===== src/rtl/tblink_rpc_invoke_responder.sv =====
// TBLink RPC invoke responder: decodes framed invoke requests, presents them on a call port, serializes responses.
// Optional response timeout enabled by defining TBLINK_RPC_RESP_TIMEOUT_EN.
module tblink_rpc_invoke_responder #(
  parameter int NUM_METHODS    = 16,
  parameter int MAX_PARAMS     = 4,
  parameter int TIMEOUT_CYCLES = 1024
) (
  input  logic                      clock,
  input  logic                      reset_n,
  input  logic [7:0]                rx_dat,
  input  logic                      rx_valid,
  output logic                      rx_ready,
  output logic [7:0]                tx_dat,
  output logic                      tx_valid,
  input  logic                      tx_ready,
  output logic                      call_valid,
  input  logic                      call_ready,
  output logic [7:0]                call_method,
  output logic [7:0]                call_id,
  output logic [3:0]                call_nparams,
  output logic [32*MAX_PARAMS-1:0]  call_params,
  input  logic                      rsp_valid,
  output logic                      rsp_ready,
  input  logic [31:0]               rsp_retval,
  output logic [15:0]               err_count
);

  typedef enum logic [3:0] {
    ST_IDLE     = 4'd0,
    ST_HDR_MID  = 4'd1,
    ST_HDR_CID  = 4'd2,
    ST_HDR_NP   = 4'd3,
    ST_PARAMS   = 4'd4,
    ST_DRAIN    = 4'd5,
    ST_CALL     = 4'd6,
    ST_WAIT_RSP = 4'd7,
    ST_ERR_TX   = 4'd8,
    ST_TX       = 4'd9
  } state_t;

  localparam logic [7:0]  SYNC_REQ       = 8'hA5;
  localparam logic [7:0]  SYNC_RSP       = 8'h5A;
  localparam logic [7:0]  STATUS_OK      = 8'd0;
  localparam logic [7:0]  STATUS_BAD_MID = 8'd1;
  localparam logic [7:0]  STATUS_TOO_MANY = 8'd2;
  localparam logic [7:0]  STATUS_TIMEOUT = 8'd3;
  localparam logic [31:0] NUM_METHODS_W  = NUM_METHODS;
  localparam logic [31:0] MAX_PARAMS_W   = MAX_PARAMS;

  state_t                    state_r, state_next_s;
  logic [7:0]                method_r, cid_r, np_r, status_r, tx_dat_r;
  logic [3:0]                nparams_r;
  logic [32*MAX_PARAMS-1:0]  params_r;
  logic [9:0]                cnt_r, total_s;
  logic [31:0]               retval_r;
  logic [2:0]                tx_idx_r, tx_idx_next_s;
  logic [15:0]               err_count_r;
  logic                      rx_ready_r, tx_valid_r, call_valid_r, rsp_ready_r;
  logic                      rx_fire_s, tx_fire_s, call_fire_s, rsp_fire_s;
  logic                      method_ok_s, too_many_s, cnt_last_s, timeout_s;

  function automatic logic [7:0] rsp_byte(input logic [2:0] idx, input logic [7:0] cid,
                                          input logic [7:0] status, input logic [31:0] retval);
    logic [7:0] b;
    case (idx)
      3'd0:    b = SYNC_RSP;
      3'd1:    b = cid;
      3'd2:    b = status;
      3'd3:    b = retval[7:0];
      3'd4:    b = retval[15:8];
      3'd5:    b = retval[23:16];
      3'd6:    b = retval[31:24];
      default: b = 8'h00;
    endcase
    return b;
  endfunction

  assign rx_fire_s   = rx_valid && rx_ready_r;
  assign tx_fire_s   = tx_valid_r && tx_ready;
  assign call_fire_s = call_valid_r && call_ready;
  assign rsp_fire_s  = rsp_valid && rsp_ready_r;
  assign method_ok_s = ({24'd0, method_r} < NUM_METHODS_W);
  assign too_many_s  = ({24'd0, rx_dat} > MAX_PARAMS_W);
  assign total_s     = {np_r, 2'b00};
  assign cnt_last_s  = (cnt_r == total_s - 10'd1);

`ifdef TBLINK_RPC_RESP_TIMEOUT_EN
  localparam int              TMO_W    = $clog2(TIMEOUT_CYCLES + 1);
  localparam logic [TMO_W-1:0] TMO_LAST = TMO_W'(TIMEOUT_CYCLES - 1);
  logic [TMO_W-1:0] tmo_cnt_r;

  // Cycles spent in CALL/WAIT_RSP; restarts from zero on every entry into CALL.
  always_ff @(posedge clock or negedge reset_n) begin
    if (!reset_n) begin
      tmo_cnt_r <= '0;
    end else if (state_r == ST_CALL || state_r == ST_WAIT_RSP) begin
      tmo_cnt_r <= tmo_cnt_r + 1'b1;
    end else begin
      tmo_cnt_r <= '0;
    end
  end

  assign timeout_s = (state_r == ST_CALL || state_r == ST_WAIT_RSP) && (tmo_cnt_r == TMO_LAST);
`else
  logic unused_tmo_s;
  assign unused_tmo_s = (TIMEOUT_CYCLES > 0);
  assign timeout_s    = 1'b0;
`endif

  // State register.
  always_ff @(posedge clock or negedge reset_n) begin
    if (!reset_n) state_r <= ST_IDLE;
    else          state_r <= state_next_s;
  end

  // Next-state decode and response byte index.
  always_comb begin
    state_next_s  = state_r;
    tx_idx_next_s = 3'd0;
    case (state_r)
      ST_IDLE:    if (rx_fire_s && rx_dat == SYNC_REQ) state_next_s = ST_HDR_MID; else state_next_s = ST_IDLE;
      ST_HDR_MID: if (rx_fire_s) state_next_s = ST_HDR_CID; else state_next_s = ST_HDR_MID;
      ST_HDR_CID: if (rx_fire_s) state_next_s = ST_HDR_NP; else state_next_s = ST_HDR_CID;
      ST_HDR_NP: begin
        if (!rx_fire_s)             state_next_s = ST_HDR_NP;
        else if (too_many_s)        state_next_s = ST_DRAIN;
        else if (rx_dat != 8'd0)    state_next_s = ST_PARAMS;
        else if (method_ok_s)       state_next_s = ST_CALL;
        else                        state_next_s = ST_ERR_TX;
      end
      ST_PARAMS: begin
        if (rx_fire_s && cnt_last_s) state_next_s = method_ok_s ? ST_CALL : ST_ERR_TX;
        else                         state_next_s = ST_PARAMS;
      end
      ST_DRAIN:    if (rx_fire_s && cnt_last_s) state_next_s = ST_ERR_TX; else state_next_s = ST_DRAIN;
      ST_CALL: begin
        if (timeout_s)        state_next_s = ST_ERR_TX;
        else if (call_fire_s) state_next_s = ST_WAIT_RSP;
        else                  state_next_s = ST_CALL;
      end
      ST_WAIT_RSP: begin
        if (rsp_fire_s)     state_next_s = ST_TX;
        else if (timeout_s) state_next_s = ST_ERR_TX;
        else                state_next_s = ST_WAIT_RSP;
      end
      ST_ERR_TX:   state_next_s = ST_TX;
      ST_TX:       if (tx_fire_s && tx_idx_r == 3'd6) state_next_s = ST_IDLE; else state_next_s = ST_TX;
      default:     state_next_s = ST_IDLE;
    endcase
    if (state_next_s != ST_TX)                tx_idx_next_s = 3'd0;
    else if (state_r == ST_TX && tx_fire_s)   tx_idx_next_s = tx_idx_r + 3'd1;
    else                                      tx_idx_next_s = tx_idx_r;
  end

  // Request field capture, status/retval latching and error accounting.
  always_ff @(posedge clock or negedge reset_n) begin
    if (!reset_n) begin
      method_r    <= 8'd0;
      cid_r       <= 8'd0;
      np_r        <= 8'd0;
      nparams_r   <= 4'd0;
      params_r    <= '0;
      cnt_r       <= 10'd0;
      status_r    <= 8'd0;
      retval_r    <= 32'd0;
      err_count_r <= 16'd0;
    end else begin
      case (state_r)
        ST_IDLE:    if (rx_fire_s && rx_dat == SYNC_REQ) params_r <= '0;
        ST_HDR_MID: if (rx_fire_s) method_r <= rx_dat;
        ST_HDR_CID: if (rx_fire_s) cid_r <= rx_dat;
        ST_HDR_NP: if (rx_fire_s) begin
          np_r      <= rx_dat;
          nparams_r <= rx_dat[3:0];
          cnt_r     <= 10'd0;
          status_r  <= too_many_s ? STATUS_TOO_MANY : (method_ok_s ? STATUS_OK : STATUS_BAD_MID);
        end
        ST_PARAMS: if (rx_fire_s) begin
          for (int w = 0; w < MAX_PARAMS; w++) begin
            for (int b = 0; b < 4; b++) begin
              if (cnt_r == 10'(w * 4 + b)) params_r[w*32 + b*8 +: 8] <= rx_dat;
            end
          end
          cnt_r <= cnt_r + 10'd1;
        end
        ST_DRAIN: if (rx_fire_s) cnt_r <= cnt_r + 10'd1;
        ST_CALL:  if (timeout_s) status_r <= STATUS_TIMEOUT;
        ST_WAIT_RSP: begin
          if (rsp_fire_s) begin
            retval_r <= rsp_retval;
            status_r <= STATUS_OK;
          end else if (timeout_s) begin
            status_r <= STATUS_TIMEOUT;
          end
        end
        ST_ERR_TX: begin
          retval_r <= 32'd0;
          if (err_count_r != 16'hFFFF) err_count_r <= err_count_r + 16'd1;
        end
        default: ;
      endcase
    end
  end

  // Registered handshake outputs, derived from the upcoming state so they align with it.
  always_ff @(posedge clock or negedge reset_n) begin
    if (!reset_n) begin
      rx_ready_r   <= 1'b0;
      call_valid_r <= 1'b0;
      rsp_ready_r  <= 1'b0;
      tx_valid_r   <= 1'b0;
      tx_dat_r     <= 8'd0;
      tx_idx_r     <= 3'd0;
    end else begin
      rx_ready_r   <= (state_next_s == ST_IDLE)   || (state_next_s == ST_HDR_MID) ||
                      (state_next_s == ST_HDR_CID) || (state_next_s == ST_HDR_NP) ||
                      (state_next_s == ST_PARAMS) || (state_next_s == ST_DRAIN);
      call_valid_r <= (state_next_s == ST_CALL);
      rsp_ready_r  <= (state_next_s == ST_WAIT_RSP);
      tx_valid_r   <= (state_next_s == ST_TX);
      tx_dat_r     <= (state_next_s == ST_TX) ? rsp_byte(tx_idx_next_s, cid_r, status_r, retval_r) : 8'd0;
      tx_idx_r     <= tx_idx_next_s;
    end
  end

  assign rx_ready     = rx_ready_r;
  assign tx_dat       = tx_dat_r;
  assign tx_valid     = tx_valid_r;
  assign call_valid   = call_valid_r;
  assign call_method  = method_r;
  assign call_id      = cid_r;
  assign call_nparams = nparams_r;
  assign call_params  = params_r;
  assign rsp_ready    = rsp_ready_r;
  assign err_count    = err_count_r;

endmodule


===== config.mk =====
export PLATFORM = sky130hd
export DESIGN_NAME = tblink_rpc_invoke_responder
export DESIGN_NICKNAME = d
export VERILOG_FILES = /design/src/rtl/tblink_rpc_invoke_responder.sv
export SDC_FILE = /design/constraint.sdc
export NUM_CORES = 1
export LEC_CHECK = 0
export CAP_MARGIN = 20
export CORE_ASPECT_RATIO = 1.2
export CORE_UTILIZATION = 47
export CTS_CLUSTER_DIAMETER = 120
export DETAILED_ROUTE_END_ITERATION = 10
export GPL_ROUTABILITY_DRIVEN = 0
export HOLD_SLACK_MARGIN = 0.12
export MAX_ROUTING_LAYER = met4
export PLACE_DENSITY_LB_ADDON = 0.12
export SKIP_LAST_GASP = 1
export SLEW_MARGIN = 20
export SYNTH_ARGS = -nofsm -noshare
export SYNTH_HDL_FRONTEND = slang
export SYNTH_SLANG_ARGS = --single-unit

===== constraint.sdc =====
create_clock -name clock -period 2.3 [get_ports clock]
set_clock_uncertainty 0.15 [all_clocks]
set_input_delay 0.46 -clock clock [delete_from_list [all_inputs] [get_ports clock]]
set_output_delay 0.46 -clock clock [all_outputs]
set_load 0.05 [all_outputs]

### After elaboration in Yosys (flattened, before gate mapping)

Cells that the tools add are included.

| operators by class | value |
|---|---|
| muxes and demuxes | 46 |
| reductions and logical operators | 46 |
| magnitude comparators | 2 |
| equality and inequality tests | 64 |
| add/subtract/negate cells | 4 |

Operator list:

| kind | count |
|---|---|
| two-way mux 128 bit | 2 |
| case mux 128 bit (2 select lines) | 1 |
| two-way mux 8 bit | 19 |
| equality test 10 x 4 -> 1 bit, second input constant | 8 |
| case mux 32 bit (2 select lines) | 1 |
| AND reduction 4 bit | 16 |
| case mux 8 bit (7 select lines) | 1 |
| equality test 10 x 3 -> 1 bit, second input constant | 4 |
| inequality test 2 bit, second input constant | 20 |
| case mux 4 bit (10 select lines) | 1 |
| equality test 4 x 3 -> 1 bit, second input constant | 8 |
| two-way mux 32 bit | 1 |
| two-way mux 4 bit | 8 |
| equality test 10 x 2 -> 1 bit, second input constant | 2 |
| two-way mux 10 bit | 2 |
| case mux 10 bit (2 select lines) | 1 |
| adder 16 x 1 -> 16 bit, second input constant | 1 |
| equality test 4 x 2 -> 1 bit, second input constant | 4 |
| inequality test 16 bit, second input constant | 1 |
| case mux 8 bit (2 select lines) | 1 |
| equality test 3 bit, second input constant | 4 |
| equality test 4 bit, second input constant | 3 |
| adder 10 x 1 -> 10 bit, second input constant | 1 |
| equality test 10 x 1 -> 1 bit, second input constant | 1 |
| other kinds (24) | 51 |

| storage, ports and cells | value |
|---|---|
| word-level logic and storage cells | 193 |
| flip-flop bits (word level) | 241 |
| input bits | 46 |
| output and inout port bits | 176 |

### Logic depth before layout (Yosys ltp)

| depth | value |
|---|---|
| depth after elaboration | 12 |
| depth in mapped cells | 8 |

### Worst setup path after synthesis

No wires, ideal clock.

| timing | value |
|---|---|
| path type | register to register |
| start | register rx_ready_r (netlist: rx_ready) |
| end | register params_r[80] (netlist: call_params[80]) |
| required time | 2.025 ns |
| stages on the path, launching flop included | 7 |
| arrival | 2.148 ns |
| path buffers | 2 |
| library setup time | 0.125 ns |
| setup slack | -0.122 ns |
| period minus slack after synthesis | 2.422 ns |
| cells stage by stage | dfrtp_1 -> and2_1 -> clkbuf_1 -> o211ai_4 -> buf_6 -> a21oi_4 -> mux2_2 |

| between the ends | value |
|---|---|
| longest elaborated chain between the ends | 4 |
| elaborated cells between the ends (all ways) | 5 |
| those cells by class | eq/ne (2); reduce/logical (3) |

RTL lines:

| item | line | source |
|---|---|---|
| start, declared | 58 | `logic rx_ready_r, tx_valid_r, call_valid_r, rsp_ready_r;` |
| start signal, assigned | 215 | `rx_ready_r <= (state_next_s == ST_IDLE) \|\| (state_next_s == ST_HDR_MID) \|\|` |
| logical AND 1 bit (*) | 78 | `assign rx_fire_s = rx_valid && rx_ready_r;` |
| logical AND 1 bit | 169 | `ST_IDLE: if (rx_fire_s && rx_dat == SYNC_REQ) params_r <= '0;` |
| inequality test 2 bit (no line) | -- |  |
| AND reduction 4 bit (no line) (*) | -- |  |
| end signal, assigned by index | 181 | `if (cnt_r == 10'(w * 4 + b)) params_r[w*32 + b*8 +: 8] <= rx_dat;` |
| end, declared | 53 | `logic [32*MAX_PARAMS-1:0] params_r;` |

Every way passes the cells marked *; elsewhere a longest branch is shown, timed or not.
A chain may end at the register's enable or synchronous reset.

### Worst setup path after layout

| timing | value |
|---|---|
| start | register params_r[4] (netlist: call_params[4]) |
| end | output port call_params[4] |

RTL lines:

| item | line | source |
|---|---|---|
| end, declared | 21 | `output logic [32*MAX_PARAMS-1:0] call_params,` |

No word-level cell between the ends.

==> impl_metrics.tcl <==
set metrics [dict create \
    track_usage 0.273 \
    cts-htree-levels 1 \
    cts_buffers 24 \
    first_iter_violations 281 \
    cp_num_buf_inv 1 \
    fmax_ghz 0.442 \
    power.density_mw_per_mm2 1210 \
    synth_area_sq_mm 0.0107 \
    synth-compound-area-share 0.111 \
    hpwl_um 22100 \
    multi_input_area_sq_mm 0.00474 \
    yosysWarningCount 0 \
    core_sq_mm 0.0224 \
    arrival_ps 1650 \
    ys_seq_area_frac 0.540 \
    drcViolationCount 0 \
    placed_cells 1481 \
    grt_max_degree 58 \
    die_area_sq_mm 0.0234 \
    min_period_ps 2260 \
    ys.flop_type "dfrtp_1" \
    cp_slowest_cell "clkdlybuf4s50_1" \
    routed-via-count 8373 \
    drt-pass1-iter-count 6 \
    synthMuxAreaShare 0.160 \
    yosys.area_share.simple 0.132 \
    start_kind "flop" \
    synth_most_common_cell "dfrtp_1" \
    die_width_um 140 \
    final_nets 1285 \
    via_per_inst 5.48 \
    synthDistinctLibCells 77 \
    root_buffer "clkbuf_16" \
    min_path_type "in2async" \
    ys_top_cells_by_count "231 x dfrtp_1, 144 x mux2_2, 114 x nand2_1" \
    dpl_cell_area_sq_mm 0.0141 \
    seqCellArea_sq_mm 0.00579 \
    timing.max_cap.violations 0 \
    wl_um 30700 \
    start_util 0.478 \
    port_buffers 221 \
    chipHeight_um 167 \
    wl_per_cell_um 20.1 \
    grt_antenna_before_repair 0 \
    synth-async-reset-ratio 1.00 \
    tightest_slew_ps 567 \
    cts_tree "done" \
    synth_top_area_share 0.540 \
    slowest_delay_ps 800 \
    synth_top_area_cell "dfrtp_1" \
    grt_pass1_vias 8689 \
    fillers 1804 \
    slew_headroom 0.624 \
    finalNonFillerCells 1528 \
    slew_violations 0 \
    finalSetupViolCount 0 \
    ios 222 \
    syn_area_per_cell_sq_um 11.7 \
    clockBufferDepth 3 \
    power.leakage_uw 0.00778 \
    ir_worst_vdd_uv 1050 \
    rsz0062_at_grt "yes" \
    clock_latency_ps 520 \
    timing.final.crit_share 0.984 \
    synth_adder_area_share 0.00936 \
    synth_edf_count 0 \
    crit_chain "clkdlybuf4s50_1" \
    critPathTopFamily "buffers and inverters" \
    path_clk_slew_ps 60 \
    synth_nets 965 \
    clkSinkCount 231 \
    synthXorXnorAreaFrac 0.0197 \
    drive_above_1_share 0.301 \
    critical_path.max_fanout 2 \
    syn_inst 911 \
    synth.area.top_cells "dfrtp_1 54%, mux2_2 15%, nand2_1 4.0%" \
    required_ps 1690 \
    synthToLayoutAreaGrowth_pct 40.5 \
    final_util 0.672 \
    synth_top_family_by_area "multiplexers" \
    grt_overflow 0 \
    critPathCaptureType "output pin" \
    synth-seq-cells 231 \
    rows 60 \
    grt_pass1_wl_um 48400 \
    final_area_sq_mm 0.0150 \
    total_power_uw 18200 \
    diodes 0 \
    ant_nets 0 \
    status "complete, no violations" \
    crit_type "reg2out" \
    hold_viol 0 \
]
## worst register-to-register path: stages, from the launching register on
cell and delay (ps):
dfrtp_1 390, buf_6 170, ha_2 220, nand3b_1 220, or3_4 430, o2111ai_1 90
a211oi_1 100, buf_4 150, a221o_1 250
## layer usage
layer,wire (um),up-vias,GRT usage
li1,-,3907,-
met3,1960,55,0.0615
met5,0,-,-
met1,12400,4158,0.323
met4,941,0,0.0865
met2,15400,253,0.461
## final cells by class
class                      count  share of cell area
inverter                      23             0.00574
clock buffer                  33              0.0462
multi-input combinational    610               0.316
timing repair buffer         341               0.213
tap                          279              0.0232
sequential                   231               0.385
clock inverter                11              0.0115
## registers in the layout, summed over array words and instances, names as in the netlist
register	count
call_params	128
retval_r	32
err_count	16
cnt_r	10
call_id	8
call_method	8
np_r	8
tx_dat	8
state_r	4
tx_idx_r	3
status_r	2
call_valid	1
rsp_ready	1
rx_ready	1
tx_valid	1
## path summary, 6_finish.rpt
| check | from | endpoint | slack (ps) | cells after the start |
|---|---|---|---|---|
| hold reg to reg | status_r[0] | status_r[0] | 330 | 1 |
| hold / removal | reset_n | err_count[6] | 290 | 2 |
| setup / recovery | call_params[4] | call_params[4] | 40 | 1 |
| setup reg to reg | tx_idx_r[0] | tx_dat[2] | 40 | 8 |
| max in group asynchronous | reset_n | rx_ready | 1000 | 3 |
| min in group clock | rsp_retval[0] | retval_r[0] | 310 | 3 |
## cell families after synthesis
family | Yosys count
simple gates | 272
xor+xnor | 24
buf+inv | 70
mux | 152
compound gates | 154
flops | 231
fa+ha+maj | 8
## stage by stage
stage | setup TNS, ps | worst slack [ps] | hold slack [ps]
after global placement | -74290 | -618 | 271
final | 0 | 36.8 | 292
after global routing | -340 | -43.8 | 311
after detailed placement | -83510 | -695 | 273
after CTS | 0 | 0.726 | 295
after floorplan | 0 | 29.1 | 14.4
## power breakdown
group | switching [uW] | internal (uW) | total, uW
clock | 1630 | 2570 | 4200
combinational | 5300 | 2710 | 8010
sequential | 849 | 5170 | 6020
## timing repair
item                                    CTS  global route
gates cloned                              0             0
gates resized for setup                 134            52
hold buffers                              1             0
endpoints found under the setup margin  249           126
pin swaps                                 0             5
setup buffers                             0             2
hold endpoints to repair                 62             0
## cells in the final DEF, fill, tap and decap left out, types with 8 or more instances in the layout
| cell type | instances |
|---|---|
| nor2_1 | 25 |
| o21ai_0 | 42 |
| dlygate4sd2_1 | 126 |
| mux2_2 | 144 |
| a21oi_4 | 10 |
| nand4_1 | 8 |
| dlymetal6s2s_1 | 26 |
| a21oi_1 | 10 |
| and3_1 | 9 |
| xnor2_1 | 11 |
| nand3_1 | 33 |
| nand2_1 | 112 |
| clkbuf_16 | 24 |
| nor3_1 | 9 |
| buf_4 | 112 |
| clkdlybuf4s50_1 | 58 |
| a31oi_1 | 8 |
| xor2_1 | 13 |
| buf_12 | 15 |
| inv_1 | 22 |
| dfrtp_1 | 227 |
| o31ai_1 | 9 |
| and2_0 | 8 |
Note: power is estimated with default switching activity, not from simulation.
